--- config.mk ---
export PLATFORM = sky130hd
export DESIGN_NAME = move_piece_fsm
export DESIGN_NICKNAME = d
export VERILOG_FILES = /design/src/rtl/move_piece_pkg.sv /design/src/rtl/piece_coords.sv /design/src/rtl/move_piece_fsm.sv
export SDC_FILE = /design/constraint.sdc
export NUM_CORES = 1
export LEC_CHECK = 0
export CAP_MARGIN = 10
export CORE_ASPECT_RATIO = 0.5
export CORE_MARGIN = 4
export CORE_UTILIZATION = 48
export DETAILED_ROUTE_END_ITERATION = 10
export GPL_TIMING_DRIVEN = 0
export PLACE_DENSITY = 0.78
export SYNTH_ARGS = -nofsm -noshare
export SYNTH_HDL_FRONTEND = slang
export SYNTH_SLANG_ARGS = --single-unit
--- constraint.sdc ---
create_clock -name clka -period 2.8 [get_ports clka]
set_input_delay 0.42 -clock clka [delete_from_list [all_inputs] [get_ports clka]]
set_output_delay 0.42 -clock clka [all_outputs]
set_load 0.05 [all_outputs]
--- src/rtl/move_piece_pkg.sv ---
// -----------------------------------------------------------------------------
// move_piece_pkg
//
// Purpose: definitions shared by the piece mover and the game-control FSM.
//   - move_state_e : state encoding of move_piece_fsm
//   - game_phase_e : top-level game phases (GEN/MOVE/LAND/CLEAR/NEWBOARD);
//                    move_piece_fsm is driven while the game is in MOVE
//   - PIECE_SQUARE : piece type that is rotation-invariant
//   - rot_next()   : quarter-turn increment, 3 wraps to 0
// -----------------------------------------------------------------------------
package move_piece_pkg;

    typedef enum logic [2:0] {
        IDLE  = 3'd0,
        LATCH = 3'd1,
        SHIFT = 3'd2,
        FALL  = 3'd3,
        DONE  = 3'd4
    } move_state_e;

    typedef enum logic [2:0] {
        GEN      = 3'd0,
        MOVE     = 3'd1,
        LAND     = 3'd2,
        CLEAR    = 3'd3,
        NEWBOARD = 3'd4
    } game_phase_e;

    localparam logic [1:0] PIECE_SQUARE = 2'b00;

    // Two-bit add wraps naturally: 3 -> 0.
    function automatic logic [1:0] rot_next(input logic [1:0] rot);
        return rot + 2'd1;
    endfunction

endpackage

--- src/rtl/piece_coords.sv ---
// -----------------------------------------------------------------------------
// piece_coords
//
// Purpose: combinational split of a linear board location into column and row.
//   location = row*BOARD_W + col, row 0 is the top of the board.
//
// Ports:
//   loc_i  [LOC_W-1:0]  linear location
//   col_o  [COL_W-1:0]  loc_i % BOARD_W
//   row_o  [ROW_W-1:0]  loc_i / BOARD_W
// -----------------------------------------------------------------------------
module piece_coords #(
    parameter int BOARD_W = 4,
    parameter int BOARD_H = 8,
    parameter int LOC_W   = $clog2(BOARD_W*BOARD_H),
    parameter int COL_W   = $clog2(BOARD_W),
    parameter int ROW_W   = $clog2(BOARD_H)
) (
    input  logic [LOC_W-1:0] loc_i,
    output logic [COL_W-1:0] col_o,
    output logic [ROW_W-1:0] row_o
);

    // Divisor held at location width so the arithmetic stays in LOC_W bits.
    localparam logic [LOC_W-1:0] WIDTH_L = LOC_W'(BOARD_W);

    logic [LOC_W-1:0] col_full;
    logic [LOC_W-1:0] row_full;

    assign col_full = loc_i % WIDTH_L;
    assign row_full = loc_i / WIDTH_L;

    // Any legal location gives col < BOARD_W and row < BOARD_H, so the
    // narrowing casts drop only zero bits.
    assign col_o = COL_W'(col_full);
    assign row_o = ROW_W'(row_full);

endmodule

--- src/rtl/move_piece_fsm.sv ---
// -----------------------------------------------------------------------------
// move_piece_fsm
//
// Purpose: applies one user move (left > right > rotate priority) to the
// current piece, then one row of gravity, and reports whether the piece has
// reached the bottom row. Used by the game-control FSM during its MOVE phase.
//
// Sequence: IDLE -> LATCH -> SHIFT -> FALL -> DONE -> IDLE
//   start accepted at edge N, done pulses in the cycle after edge N+4.
//
// Optional feature (compile-time macro MOVE_PIECE_HARD_DROP_EN):
//   when defined, a request with drop=1 keeps falling one row per cycle in
//   FALL until the bottom row; latency becomes 3 + max(1, BOARD_H-1-row).
//   When undefined, the drop input is ignored.
//
// Ports:
//   clka                 in   clock, rising edge
//   reset                in   asynchronous, active-high
//   start                in   request pulse, sampled only in IDLE
//   curr_piece_type      in   [1:0], 2'b00 = square
//   curr_piece_location  in   [LOC_W-1:0], row*BOARD_W + col
//   curr_piece_rotation  in   [1:0]
//   left/right/rotate    in   user controls, sampled with start
//   drop                 in   hard-drop request, sampled with start
//   new_location         out  [LOC_W-1:0], registered result
//   new_rotation         out  [1:0], registered result
//   landed               out  piece sits on the bottom row, valid with done
//   busy                 out  request in progress
//   done                 out  one-cycle pulse, results valid
// -----------------------------------------------------------------------------
module move_piece_fsm #(
    parameter int BOARD_W = 4,
    parameter int BOARD_H = 8,
    parameter int LOC_W   = $clog2(BOARD_W*BOARD_H)
) (
    input  logic             clka,
    input  logic             reset,
    input  logic             start,
    input  logic [1:0]       curr_piece_type,
    input  logic [LOC_W-1:0] curr_piece_location,
    input  logic [1:0]       curr_piece_rotation,
    input  logic             left,
    input  logic             right,
    input  logic             rotate,
    input  logic             drop,
    output logic [LOC_W-1:0] new_location,
    output logic [1:0]       new_rotation,
    output logic             landed,
    output logic             busy,
    output logic             done
);

    import move_piece_pkg::*;

    localparam int COL_W = $clog2(BOARD_W);
    localparam int ROW_W = $clog2(BOARD_H);

    localparam logic [LOC_W-1:0] LOC_ONE  = LOC_W'(1);
    localparam logic [LOC_W-1:0] LOC_STEP = LOC_W'(BOARD_W);
    localparam logic [COL_W-1:0] COL_ONE  = COL_W'(1);
    localparam logic [COL_W-1:0] COL_LAST = COL_W'(BOARD_W - 1);
    localparam logic [ROW_W-1:0] ROW_ONE  = ROW_W'(1);
    localparam logic [ROW_W-1:0] ROW_LAST = ROW_W'(BOARD_H - 1);
    localparam logic [ROW_W-1:0] ROW_PEN  = ROW_W'(BOARD_H - 2);

    // Control / output state (reset)
    move_state_e      state_q,   state_d;
    logic [LOC_W-1:0] new_loc_q, new_loc_d;
    logic [1:0]       new_rot_q, new_rot_d;
    logic             landed_q,  landed_d;
    logic             done_q,    done_d;

    // Captured request and working values (loaded on accept, no reset needed)
    logic [LOC_W-1:0] loc_q,    loc_d;
    logic [1:0]       rot_q,    rot_d;
    logic [1:0]       typ_q,    typ_d;
    logic             left_q,   left_d;
    logic             right_q,  right_d;
    logic             rotate_q, rotate_d;
    logic [COL_W-1:0] col_q,    col_d;
    logic [ROW_W-1:0] row_q,    row_d;
    logic             land_q,   land_d;

`ifdef MOVE_PIECE_HARD_DROP_EN
    logic             drop_q,   drop_d;
`else
    logic             unused_drop;
    assign unused_drop = drop;
`endif

    logic [COL_W-1:0] coord_col;
    logic [ROW_W-1:0] coord_row;
    logic             row_last;
    logic             row_pen;

    piece_coords #(
        .BOARD_W (BOARD_W),
        .BOARD_H (BOARD_H),
        .LOC_W   (LOC_W),
        .COL_W   (COL_W),
        .ROW_W   (ROW_W)
    ) u_coords (
        .loc_i (loc_q),
        .col_o (coord_col),
        .row_o (coord_row)
    );

    assign row_last = (row_q == ROW_LAST);
    assign row_pen  = (row_q == ROW_PEN);

    // ---------------------------------------------------------------------
    // Next-state and datapath
    // ---------------------------------------------------------------------
    always_comb begin
        state_d   = state_q;
        new_loc_d = new_loc_q;
        new_rot_d = new_rot_q;
        landed_d  = landed_q;
        done_d    = 1'b0;
        loc_d     = loc_q;
        rot_d     = rot_q;
        typ_d     = typ_q;
        left_d    = left_q;
        right_d   = right_q;
        rotate_d  = rotate_q;
        col_d     = col_q;
        row_d     = row_q;
        land_d    = land_q;
`ifdef MOVE_PIECE_HARD_DROP_EN
        drop_d    = drop_q;
`endif

        case (state_q)
            IDLE: begin
                if (start) begin
                    loc_d    = curr_piece_location;
                    rot_d    = curr_piece_rotation;
                    typ_d    = curr_piece_type;
                    left_d   = left;
                    right_d  = right;
                    rotate_d = rotate;
                    land_d   = 1'b0;
`ifdef MOVE_PIECE_HARD_DROP_EN
                    drop_d   = drop;
`endif
                    state_d  = LATCH;
                end
            end

            LATCH: begin
                col_d   = coord_col;
                row_d   = coord_row;
                state_d = SHIFT;
            end

            SHIFT: begin
                // Edge columns hold instead of wrapping into the neighbour row.
                if (left_q) begin
                    if (col_q != '0) begin
                        loc_d = loc_q - LOC_ONE;
                        col_d = col_q - COL_ONE;
                    end
                end else if (right_q) begin
                    if (col_q != COL_LAST) begin
                        loc_d = loc_q + LOC_ONE;
                        col_d = col_q + COL_ONE;
                    end
                end else if (rotate_q) begin
                    if (typ_q != PIECE_SQUARE) begin
                        rot_d = rot_next(rot_q);
                    end
                end
                state_d = FALL;
            end

            FALL: begin
                // On the bottom row the piece stays put; otherwise drop one
                // row and flag landing if that row is the bottom one.
                if (row_last) begin
                    land_d = 1'b1;
                end else begin
                    loc_d  = loc_q + LOC_STEP;
                    row_d  = row_q + ROW_ONE;
                    land_d = row_pen;
                end
                state_d = DONE;
`ifdef MOVE_PIECE_HARD_DROP_EN
                // Hard drop keeps looping while at least two rows remain.
                if (drop_q && !row_last && !row_pen) begin
                    state_d = FALL;
                end
`endif
            end

            DONE: begin
                new_loc_d = loc_q;
                new_rot_d = rot_q;
                landed_d  = land_q;
                done_d    = 1'b1;
                state_d   = IDLE;
            end

            default: begin
                state_d = IDLE;
            end
        endcase
    end

    // ---------------------------------------------------------------------
    // Control and output registers
    // ---------------------------------------------------------------------
    always_ff @(posedge clka or posedge reset) begin
        if (reset) begin
            state_q   <= IDLE;
            new_loc_q <= '0;
            new_rot_q <= '0;
            landed_q  <= 1'b0;
            done_q    <= 1'b0;
        end else begin
            state_q   <= state_d;
            new_loc_q <= new_loc_d;
            new_rot_q <= new_rot_d;
            landed_q  <= landed_d;
            done_q    <= done_d;
        end
    end

    // ---------------------------------------------------------------------
    // Request / working registers
    // ---------------------------------------------------------------------
    always_ff @(posedge clka) begin
        loc_q    <= loc_d;
        rot_q    <= rot_d;
        typ_q    <= typ_d;
        left_q   <= left_d;
        right_q  <= right_d;
        rotate_q <= rotate_d;
        col_q    <= col_d;
        row_q    <= row_d;
        land_q   <= land_d;
`ifdef MOVE_PIECE_HARD_DROP_EN
        drop_q   <= drop_d;
`endif
    end

    assign new_location = new_loc_q;
    assign new_rotation = new_rot_q;
    assign landed       = landed_q;
    assign done         = done_q;
    assign busy         = (state_q != IDLE);

endmodule

[After elaboration in Yosys (flattened, before gate mapping)]
Cells that the tools add are included.
Storage, ports and cells
  register bits after elaboration: 30
  bits of input ports: 16
  output and inout port bits: 10
  word-level logic and storage cells: 78
Cells by class
  $add $sub $neg: 7
  eq/ne operators: 16
  multiplexer cells: 26
  reductions and logical operators: 15
Operator list (count)
  5-bit 2-to-1 mux: 6
  2-bit 2-to-1 mux: 9
  5-bit case mux with 3 select lines: 1
  2-bit != test (second input constant): 7
  3-bit case mux with 4 select lines: 1
  6-bit AND reduction: 2
  2-bit nonzero test: 6
  3-bit equality test (second input constant): 3
  3-bit != test (second input constant): 3
  2-bit case mux with 2 select lines: 2
  3-bit by 2-bit equality test with 1-bit output (second input constant): 2
  3-bit 2-to-1 mux: 2
  3-bit case mux with 2 select lines: 1
  2-bit AND reduction: 3
  3-bit nonzero test: 2
  5-bit by 1-bit adder with 5-bit output (second input constant): 1
  5-bit by 3-bit adder with 5-bit output (second input constant): 1
  5-bit by 1-bit subtractor with 5-bit output (second input constant): 1
  2-bit by 1-bit adder with 2-bit output (second input constant): 2
  4-bit AND reduction: 1
  3-bit by 1-bit adder with 3-bit output (second input constant): 1
  3-bit by 1-bit equality test with 1-bit output (second input constant): 1
  3-bit logical NOT: 1
  1-bit 2-to-1 mux: 3
  2 further kinds: 2

[Longest topological paths before layout]
  depth in word-level cells: 6
  depth in mapped cells: 6
  mapped depth without buffers: 6

[Modules after synthesis]
A second synthesis with hierarchy kept.
Second synthesis, totals
  cell total of the unflattened synthesis: 136
  area total of the unflattened synthesis: 1610.3 um^2
By module, submodules not included
  move_piece_fsm: times used 1, cells an instance 131, area an instance 1572.8 um^2, seq. area each 840.8 um^2
  piece_coords: times used 1, cells an instance 5, area an instance 37.5 um^2, seq. area each 0.0 um^2

[Least setup slack after synthesis]
No wires, ideal clock.
  path kind: register -> register
  from: register left_q
  to: register loc_q[4], data pin
  library setup time: 0.266 ns
  data arrival time: 1.514 ns
  slack: 1.020 ns
  stages on the path, launching flop included: 7
  buffers on the path: 0
  path through: edfxtp_1 -> inv_2 -> fa_1 -> nand2b_1 -> a21oi_1 -> xnor2_1 -> o221ai_2
Between the ends
  word-level cells in the longest chain between the ends: 2
Ends and longest elaborated chain
  start: declaration: line move_piece_fsm.sv:77  | logic left_q, left_d;
  start signal: assignment: line move_piece_fsm.sv:235  | left_q <= left_d;
  5-bit 2-to-1 mux: line move_piece_fsm.sv:158  | if (left_q) begin
  5-bit case mux with 3 select lines: line move_piece_fsm.sv:133  | case (state_q)
  net loc_d[4]: line move_piece_fsm.sv:74  | logic [LOC_W-1:0] loc_q, loc_d;
  end signal: assignment: line move_piece_fsm.sv:232  | loc_q <= loc_d;
  end: declaration: line move_piece_fsm.sv:74
The timed path passes the listed nets, and every way through them passes these cells.
A chain may end at the register's enable or synchronous reset.

[Worst setup path in the final report]
  from: register state_q[0]
  to: output busy
Between the ends
  word-level cells in the longest chain between the ends: 1
Ends and longest elaborated chain
  start: declaration: line move_piece_fsm.sv:67  | move_state_e state_q, state_d;
  start signal: assignment: line move_piece_fsm.sv:220  | state_q <= state_d;
  3-bit nonzero test: line move_piece_fsm.sv:250  | assign busy = (state_q != IDLE);
  end: declaration: line move_piece_fsm.sv:49  | output logic busy,
Every way passes these cells.

==> summary.md <==
| Metric | Value |
|---|---|
| Max incr delay on CP | a little over 700 ps |
| Cts hold-fix bufs | 0 |
| IR Drop Worst-Case VDD | just under 0.5 mV |
| Hold crit path type | input pin to asynchronous set/reset pin |
| Overall global routing resource usage | around 15% |
| Clock tree buffer depth | 2 |
| Int Power | 0.00163 W |
| Worst path slowest cell | clkdlybuf4s50_1 |
| HPWL after DPL | about 2300 µm |
| Fill count | roughly 240 |
| Initial Util | about half |
| Status | finished clean |
| Crit path arrival time | 1960 ps |
| Setup TNS Final | 0 ps |
| CTS buffer count | 5 |
| Critical path class | register to primary output |
| Syn Area/Cell | 12.6 µm² |
| Global-route wire length before repair | between 5000 and 6000 µm |
| Vias/cell | around 5.3 |
| ANT nets after route | 0 |
| CTS tree | done |
| WL per Instance | 14.7 µm |
| Worst-path clk slew | around 70 ps |
| Net Sw Power | roughly 0.0011 W |
| Mapped Cells | between 100 and 150 |
| Antenna diodes | 0 |
| Core Rows | 14 |
| Final min period | roughly 2400 ps |
| Distinct cells, synth | 35 |
| Slew Limit Fails | 0 |
| Max transition margin | 66.2% |
| Number of global-route vias before repair | slightly above 1,000 |
| CP delay by family, top | buffers and inverters |
| Setup slack, reg-to-reg | roughly 900 ps |
| Number of H-tree levels | 2 |
| Setup crit end | busy |
| Crit end category | primary output |
| Routed WL | 2950 µm |
| Comb power frac | between 50% and 60% |
| Routability cong. | about 0.84 |
| Final WS setup | just over 400 ps |
| Via total after detailed routing | about 1,100 |
| WP depth | 3 |
| Synth Warn # | 0 |
| Total clock sinks | 30 |
| Number of buffer and inverter stages on the critical path | 2 |
| Post-synth ARST share | around 40% |
| Fmax | between 0.4 and 0.5 GHz |
| Post-synth top area share | between 30% and 40% |
| Pleak | roughly 0.84 nW |
| Reg2reg end | loc_q[4] |
| Synth top area cells | edfxtp_1, dfrtp_1, mux2_4, ha_1, nand2_1 |
| Synth cell count leaders | edfxtp_1, nand2_1, dfrtp_1, mux2_4, nor2_1 |
| Post-CTS setup buffer count | 0 |
| MaxCap Viol Count | 0 |
| Flop pwr share | between 30% and 40% |
| Most area-hungry cell type in the Yosys netlist | edfxtp_1 |
| Switch share | between 40% and 50% |
| Cell Area, Synth | approximately 1600 µm² |
| Worst-margin pin slew | between 500 and 600 ps |
| Crit Reg-Reg Startpoint | left_q |
| Syn-to-layout area delta | 24.7% |
| Starting DRT DRC Count | 67 |
| Die area | approximately 4400 µm² |
| Power density over the cells | roughly 1400 nW/µm² |
| Unrepaired setup endpoints after global routing | no |
| Crit path launch | state_q[0] |
| Synth Net Count | about 150 |
| Post_cts resized | 0 |
| Die X | roughly 90 µm |
| Crit Path Max Fanout | 10 |
| Drc violations | 0 |
| Startpoint types | register |
| Fin crit share | between 80% and 90% |
| R2R cell count | 6 |
| Worst-path cell chain | buf_4 > or3_1 > clkdlybuf4s50_1 |
| PortBufs | 24 |
| Final Setup Violations | 0 |
| Clock power share | between 10% and 20% |
| Io pins | 26 |
| Insertion delay to the later sink of the worst-skew pair | roughly 280 ps |
| Fin nets | between 150 and 200 |
| Post-synthesis register bit count | 30 |
| Total gr overflow | 0 |
| Root buffer cell | clkbuf_8 |
| Worst Skew | a little under 8 ps |
| FF/Latch Area | 841 µm² |
| Initial antenna violation count | 0 |
| TritonRoute pass-1 iters | 4 |
| Number of synthesized flops with an enable pin | 18 |
| Largest net degree at the start of global routing | 13 |
| Die height | roughly 50 µm |
| Seq/Total Area, Yosys | between 50 and 60% |
| Dpl ws | 706 ps |
| Final Hold Vio Count | 0 |
| Layout cells sized above 1 | a little under a fifth |
| Leading cell type by number of instances after synthesis | edfxtp_1 |
| CP required | between 2000 and 2500 ps |
| Area occupied by multi-input gates | 687 µm² |
| Most common flop cell mapped by yosys | edfxtp_1 |
| Core Area | 3100 µm² |
[per-stage QoR]
step                hold slack [ps]  util (%)  total power [W]  cells  cell area, µm²
floorplan                       285         -          0.00196    128            1610
global placement                469      61.2          0.00228    192            1900
detailed placement              467      61.2          0.00231    192            1900
CTS                             480      64.6          0.00274    200            2000
global route                    506      64.6          0.00292    200            2000
finish                          466      64.6          0.00273    200            2000
[cells in the final DEF, fill, tap and decap left out, types with 2 or more instances in the layout]
cell | Yosys | layout
nor2_1 | 8 | 8
a21oi_1 | 6 | 6
ha_1 | 7 | 7
inv_1 | 6 | 6
dfrtp_1 | 12 | 12
nand2b_1 | 4 | 4
buf_6 | 4 | 4
o21ai_0 | 4 | 4
clkdlybuf4s50_1 | 0 | 24
clkbuf_1 | 0 | 2
clkbuf_8 | 0 | 5
o21ai_1 | 6 | 6
o221ai_2 | 2 | 2
xor2_1 | 3 | 3
edfxtp_1 | 18 | 18
nand2_1 | 14 | 14
mux2_4 | 8 | 8
xnor2_1 | 6 | 6
[area by class of cell]
| class | instances | area share, % |
|---|---|---|
| sequential | 30 | 42.0 |
| multi-input combinational | 86 | 34.3 |
| tap | 40 | 2.50 |
| clock inverter | 1 | 1.50 |
| timing repair buffer | 24 | 12.0 |
| inverter | 7 | 1.31 |
| buffer | 5 | 2.62 |
| clock buffer | 7 | 3.81 |
[registers in the layout, summed over array words and instances (netlist names), 2 cells and up]
signal,cells
new_rotation,2
new_location,5
rot_q,2
typ_q,2
state_q,3
row_q,3
loc_q,5
col_q,2
[cell families after synthesis]
group / Yosys count / synth area share [%]
DFF: 30 / 52.3
AOI/OAI and AO/OA: 23 / 9.74
xor gates and xnor gates: 9 / 4.91
muxes: 10 / 8.88
and+or+nand+nor: 36 / 12.5
buffers and inverters: 12 / 4.91
adders and majority gates: 8 / 6.70
[power by group through the flow]
stage | clock network (W) | logic [W] | registers [W]
2_1_floorplan | 0 | 0.000863 | 0.00109
3_3_place_gp | 0 | 0.00136 | 0.000917
3_5_place_dp | 0 | 0.00138 | 0.000931
4_1_cts | 0.000430 | 0.00139 | 0.000923
5_1_grt | 0.000452 | 0.00151 | 0.000953
6_report | 0.000424 | 0.00138 | 0.000922
[how the worst min path moves through the flow]
stage | start | slack, ps | to
after floorplan | reset | 280 | done
after global placement | land_q | 470 | landed
after detailed placement | land_q | 470 | landed
after CTS | reset | 480 | new_location[1]
after global routing | land_q | 510 | landed
final | reset | 470 | new_rotation[1]
[per-layer routing]
layer	global-route usage (%)	up-vias	routed length (µm)
li1	-	513	-
met1	19.1	504	1420
met2	24.3	26	1320
met3	3.85	8	153
met4	6.87	0	61
met5	0	-	0
No activity file was read; power rests on OpenSTA's default activity.
